`src/rtl/inst_mem_loader.sv`:
```
// inst_mem_loader: run-time loadable instruction memory with registered, range-checked fetch port
//   Clk/Clrn            clock, synchronous active-low reset
//   Req/Addr            fetch request and byte address
//   Inst/Ivalid/Fault   registered fetch result, valid pulse, misaligned/out-of-range flag
//   Busy                loader active, fetches refused
//   Ld_start/Ld_valid/Ld_last/Ld_data/Ld_ready   sequential program loader handshake
//   Ld_cnt/Ld_err       words written by current/last load, sticky truncation flag
module inst_mem_loader #(
  parameter int DEPTH_BITS = 5,
  parameter logic [31:0] FILL = 32'h0000_0000
) (
  input  logic                  Clk,
  input  logic                  Clrn,
  input  logic                  Req,
  input  logic [31:0]           Addr,
  output logic [31:0]           Inst,
  output logic                  Ivalid,
  output logic                  Fault,
  output logic                  Busy,
  input  logic                  Ld_start,
  input  logic                  Ld_valid,
  input  logic                  Ld_last,
  input  logic [31:0]           Ld_data,
  output logic                  Ld_ready,
  output logic [DEPTH_BITS:0]   Ld_cnt,
  output logic                  Ld_err
);
  localparam int DEPTH = 2 ** DEPTH_BITS;
  typedef enum logic {RUN, LOAD} state_t;
  state_t state, state_nx;
  logic [31:0] mem [DEPTH];
  logic [DEPTH-1:0] written;
  logic [DEPTH_BITS-1:0] ptr, idx;
  logic start, accept, beat, at_end, fault;
  assign idx = Addr[DEPTH_BITS+1:2];
  assign Busy = state == LOAD;
  assign Ld_ready = state == LOAD;
  always_comb begin
    start = state == RUN && Ld_start;
    accept = state == RUN && Req;
    beat = state == LOAD && Ld_valid;
    at_end = ptr == DEPTH_BITS'(DEPTH - 1);
    fault = (|Addr[1:0]) || (|Addr[31:DEPTH_BITS+2]);
    state_nx = start ? LOAD : (beat && (Ld_last || at_end)) ? RUN : state;
  end
  always_ff @(posedge Clk)
    if (!Clrn) state <= RUN;
    else state <= state_nx;
  // array contents survive reset; the written bits alone decide what reads back
  always_ff @(posedge Clk)
    if (Clrn && beat) mem[ptr] <= Ld_data;
  always_ff @(posedge Clk)
    if (!Clrn) begin
      written <= '0;
      ptr <= '0;
      Ld_cnt <= '0;
      Ld_err <= 1'b0;
    end else if (start) begin
      written <= '0;
      ptr <= '0;
      Ld_cnt <= '0;
      Ld_err <= 1'b0;
    end else if (beat) begin
      written[ptr] <= 1'b1;
      ptr <= ptr + 1'b1;
      Ld_cnt <= Ld_cnt + 1'b1;
      if (at_end && !Ld_last) Ld_err <= 1'b1;
    end
  // fetch samples pre-load contents even when Ld_start arrives on the same edge
  always_ff @(posedge Clk)
    if (!Clrn) begin
      Inst <= '0;
      Ivalid <= 1'b0;
      Fault <= 1'b0;
    end else begin
      Ivalid <= accept;
      if (accept) begin
        Fault <= fault;
        Inst <= (fault || !written[idx]) ? FILL : mem[idx];
      end
    end
endmodule

```
`config.mk`:
```
export PLATFORM = sky130hd
export DESIGN_NAME = inst_mem_loader
export DESIGN_NICKNAME = d
export VERILOG_FILES = /design/src/rtl/inst_mem_loader.sv
export SDC_FILE = /design/constraint.sdc
export NUM_CORES = 1
export LEC_CHECK = 0
export CORE_ASPECT_RATIO = 0.7
export CORE_UTILIZATION = 45
export DETAILED_ROUTE_END_ITERATION = 10
export PLACE_DENSITY_LB_ADDON = 0.15
export SLEW_MARGIN = 0
export SYNTH_ARGS = -nofsm -noshare
export SYNTH_HDL_FRONTEND = slang
export SYNTH_SLANG_ARGS = --single-unit
```
`constraint.sdc`:
```
create_clock -name Clk -period 3.8 [get_ports Clk]
set_input_delay 0.57 -clock Clk [delete_from_list [all_inputs] [get_ports Clk]]
set_output_delay 0.57 -clock Clk [all_outputs]
set_load 0.05 [all_outputs]
```
==> flow_summary_export.csv <==
group,metric,value,unit
outcome,outcome,"complete, no violations",
sta,fin_worst_skew,0.0206,ns
cells_and_area,post_layout_nonfiller_instances,3481,
sta,setup_viol_count_final,0,
drt,vias,20443,
logic_synthesis,post_synth_num_cell_types,48,
drt,via_per_inst,5.87,
setup_path,timing.reg2reg.worst_path_depth,3,
setup_path,critical_path_peak_fanout,2,
global_route,grt_pass1_wl,150,mm
drt,wire_per_inst,29.7,µm
logic_synthesis,mappedNetlistNets,2031,
sta,timing.final.max_slew_violations,0,
die,die_width,367,µm
setup_path,critical_path_max_stage_delay,0.90,ns
power,vdd.ir_drop.worst,329,µV
global_route,grt_antenna_before_repair,1,
drt,drt_pre_antenna_iters,5,
setup_path,start_point_of_the_critical_path,"Inst[3]",
placement,hpwl,58.5,mm
setup_path,reg2reg_from,"ptr[4]",
logic_synthesis,synth_top_area_share,73.3,%
die,die_area,0.0945,mm²
cells_and_area,post_route_cells_drive_above_1_share,27.7,%
setup_path,critPathArrivalTime,2.19,ns
cts,tritoncts,"built",
global_route,via_count_of_the_first_global_routing_pass,20822,
setup_path,buffers_plus_inverters_on_the_worst_setup_path,1,
logic_synthesis,synthDominantAreaCellType,"edfxtp_1",
logic_synthesis,synthesis.instances,1955,
die,die_height,257,µm
cts,post_cts_resize_count,0,
placement,routabilityCongestion,0.768,
cts,cts_max_path_buffers,3,
cts,worst_skew_pair.late_latency,0.70,ns
logic_synthesis,seq_area_frac_synth,77.1,%
power,p_leak,15.2,nW
cells_and_area,final_net_count,2235,
power,total_power,24.8,mW
logic_synthesis,ys_ff_latch,1103,
drt,detailedRoute.firstIterationViolations,2157,
sta,achievable-frequency,363,MHz
drt,route.final.wire_length,104,mm
setup_path,worstPathRequired,3.23,ns
logic_synthesis,post_synth_main_area_contributors,"edfxtp_1 (73%), mux4_2 (14%), dfxtp_1 (3.8%), mux2_2 (1.6%), a22oi_1 (1.2%)",
cts,cts_num_sinks,1103,
logic_synthesis,synthFlopType,"edfxtp_1",
setup_path,critical_path.startpoint_type,"flip-flop",
logic_synthesis,synth_async_sr_flop_share,0,%
setup_path,rr_endpoint,"mem[19][4]",
setup_path,path_delay_family,"buffers and inverters",
global_route,maximum_number_of_pins_on_one_net_before_global_route_repair,58,
placement,numPlacedInstances,3289,
setup_path,worst_setup_path_endpoint,"Inst[3]",
global_route,grt_util_all_layers,22.3,%
sta,fraction_of_the_cycle_the_final_worst_path_needs,72.6,%
placement,numPortBuffers,112,
sta,worstMarginPinSlew,1.36,ns
cells_and_area,num_antenna_cells,0,
die,pin_count,113,
sta,slew_headroom,9.01,%
sta,finalHoldViolations,0,
cts,postCtsSetupBuffers,0,
run,cap_violations,0,
cells_and_area,area.sequential,0.0323,mm²
sta,totalNegativeSetupSlack,0,ns
cts,cts_htree_levels,3,
logic_synthesis,count_of_flip_flops_with_a_built_in_enable_after_synthesis,1024,
cts,cts.reportedPaths.clkPinSlew,0.06,ns
cells_and_area,post-route-cell-area,0.0490,mm²
sta,grt_setup_unrepaired,"no",
die,placement_rows,93,
sta,final_period_minus_worst_setup_slack,2.76,ns
logic_synthesis,synth_warn,0,
logic_synthesis,syn_area_per_cell,21.5,µm²
cells_and_area,fillerInstances,7195,
setup_path,timing.critical_path.to_type,"primary output",
setup_path,critical_path.slowest_cell,"clkdlybuf4s50_1",
cts,cts.root.buffer_cell,"clkbuf_16",
cells_and_area,layout-area-overhead-vs-synth,16.7,%
placement,dpl-instance-area,0.0455,mm²
cts,number_of_hold_buffers_added_after_cts,0,
setup_path,setup.reg_to_reg.worst_slack,1.44,ns
setup_path,worstSetupPathDepth,1,
drt,drc,0,
drt,final_ant_viol_nets,0,
cells_and_area,multiInputGateArea,0.00931,mm²
logic_synthesis,mappedNetlistArea,0.0420,mm²
logic_synthesis,leading_cell_types_by_count_after_synthesis,"edfxtp_1 (1024), mux4_2 (257), nor2_1 (81)",
power,power_density,507,mW/mm²
die,initial_core_util,45.5,%
die,core_area,0.0922,mm²
logic_synthesis,most_used_standard_cell_by_instance_count_after_synthesis,"edfxtp_1",
global_route,grt_overflow_total,0,
setup_path,crit_path_cells,"clkdlybuf4s50_1",
worst_hold_path,worst_min_delay_path_category,"flip-flop to flip-flop",
cts,cts_made_buffers,103,
setup_path,criticalPathCategory,"flip-flop to primary output",
-- power by group --
group	internal (mW)	total (mW)	switching, mW
registers	13.3	13.3	0.00672
clock network	6.02	10.4	4.42
logic	0.461	1.08	0.614
-- state kept, by name (all words and copies together) (netlist names) --
register  flops
Fault         1
Ld_err        1
mem        1024
written      32
Ivalid        1
Ld_cnt        6
ptr           5
Busy          1
Inst         32
-- through the flow --
stage | setup WS [ns] | hold WS (ns) | utilization, %
final | 1.04 | 0.476 | 53.1
after global routing | 0.922 | 0.491 | 53.1
after CTS | 0.993 | 0.470 | 53.1
after detailed placement | 0.697 | 0.453 | 49.4
after global placement | 0.774 | 0.446 | 49.4
after floorplan | 0.428 | 0.428 | -
-- cells in the final DEF, fill, tap and decap left out, drive strengths merged, types with 3 or more instances in the layout --
master | Yosys | routed
dfxtp | 79 | 79
mux4 | 258 | 258
nor3 | 3 | 3
edfxtp | 1024 | 1024
nor2b | 5 | 5
nor2 | 81 | 81
clkinv | 0 | 40
or2 | 3 | 3
a22oi | 65 | 65
nor4 | 6 | 6
a221oi | 31 | 31
a21boi | 31 | 31
and3 | 6 | 6
xnor2 | 3 | 3
clkdlybuf4s50 | 0 | 108
clkbuf | 75 | 133
mux2 | 60 | 60
a21oi | 36 | 36
inv | 6 | 8
xor2 | 5 | 5
ha | 6 | 6
and2 | 4 | 4
nand4 | 4 | 4
buf | 38 | 104
clkinvlp | 0 | 4
nand2 | 53 | 53
bufinv | 0 | 13
o21ai | 34 | 34
mux2i | 12 | 12
-- kinds of logic after synthesis --
group                      synth area share (%)
AOI/OAI and AO/OA                          3.47
xor gates and xnor gates                  0.167
adders and majority gates                 0.179
buffers and inverters                      1.48
DFF                                        77.1
muxes                                      15.8
and+or+nand+nor                            1.89
-- cell type report --
class	count	share of cell area (%)
clock inverters	59	1.30
flip-flops and latches	1103	66.0
well taps	1235	3.16
clock buffers	133	5.66
repair buffers	212	4.77
multi-input cells	733	19.0
inverters	6	0.0460
-- worst min-delay path by stage --
| stage | endpoint | from | slack, ns | cells past startpoint |
|---|---|---|---|---|
| floorplan | written[3] | written[3] | 0.43 | 2 |
| detailed placement | written[16] | written[16] | 0.45 | 2 |
| CTS | written[16] | written[16] | 0.47 | 2 |
| global route | written[3] | written[3] | 0.49 | 2 |
| global placement | written[29] | written[29] | 0.45 | 2 |
| finish | written[8] | written[8] | 0.48 | 2 |
-- routing by layer --
layer | global-route usage [%] | wire length [µm] | share of wire (%)
met3 | 3.95 | 6440 | 6.2
met1 | 34.3 | 48300 | 47
met4 | 5.14 | 1980 | 1.9
met5 | 0 | 0 | 0
met2 | 33.1 | 46800 | 45
No activity file was read; power rests on OpenSTA's default activity.
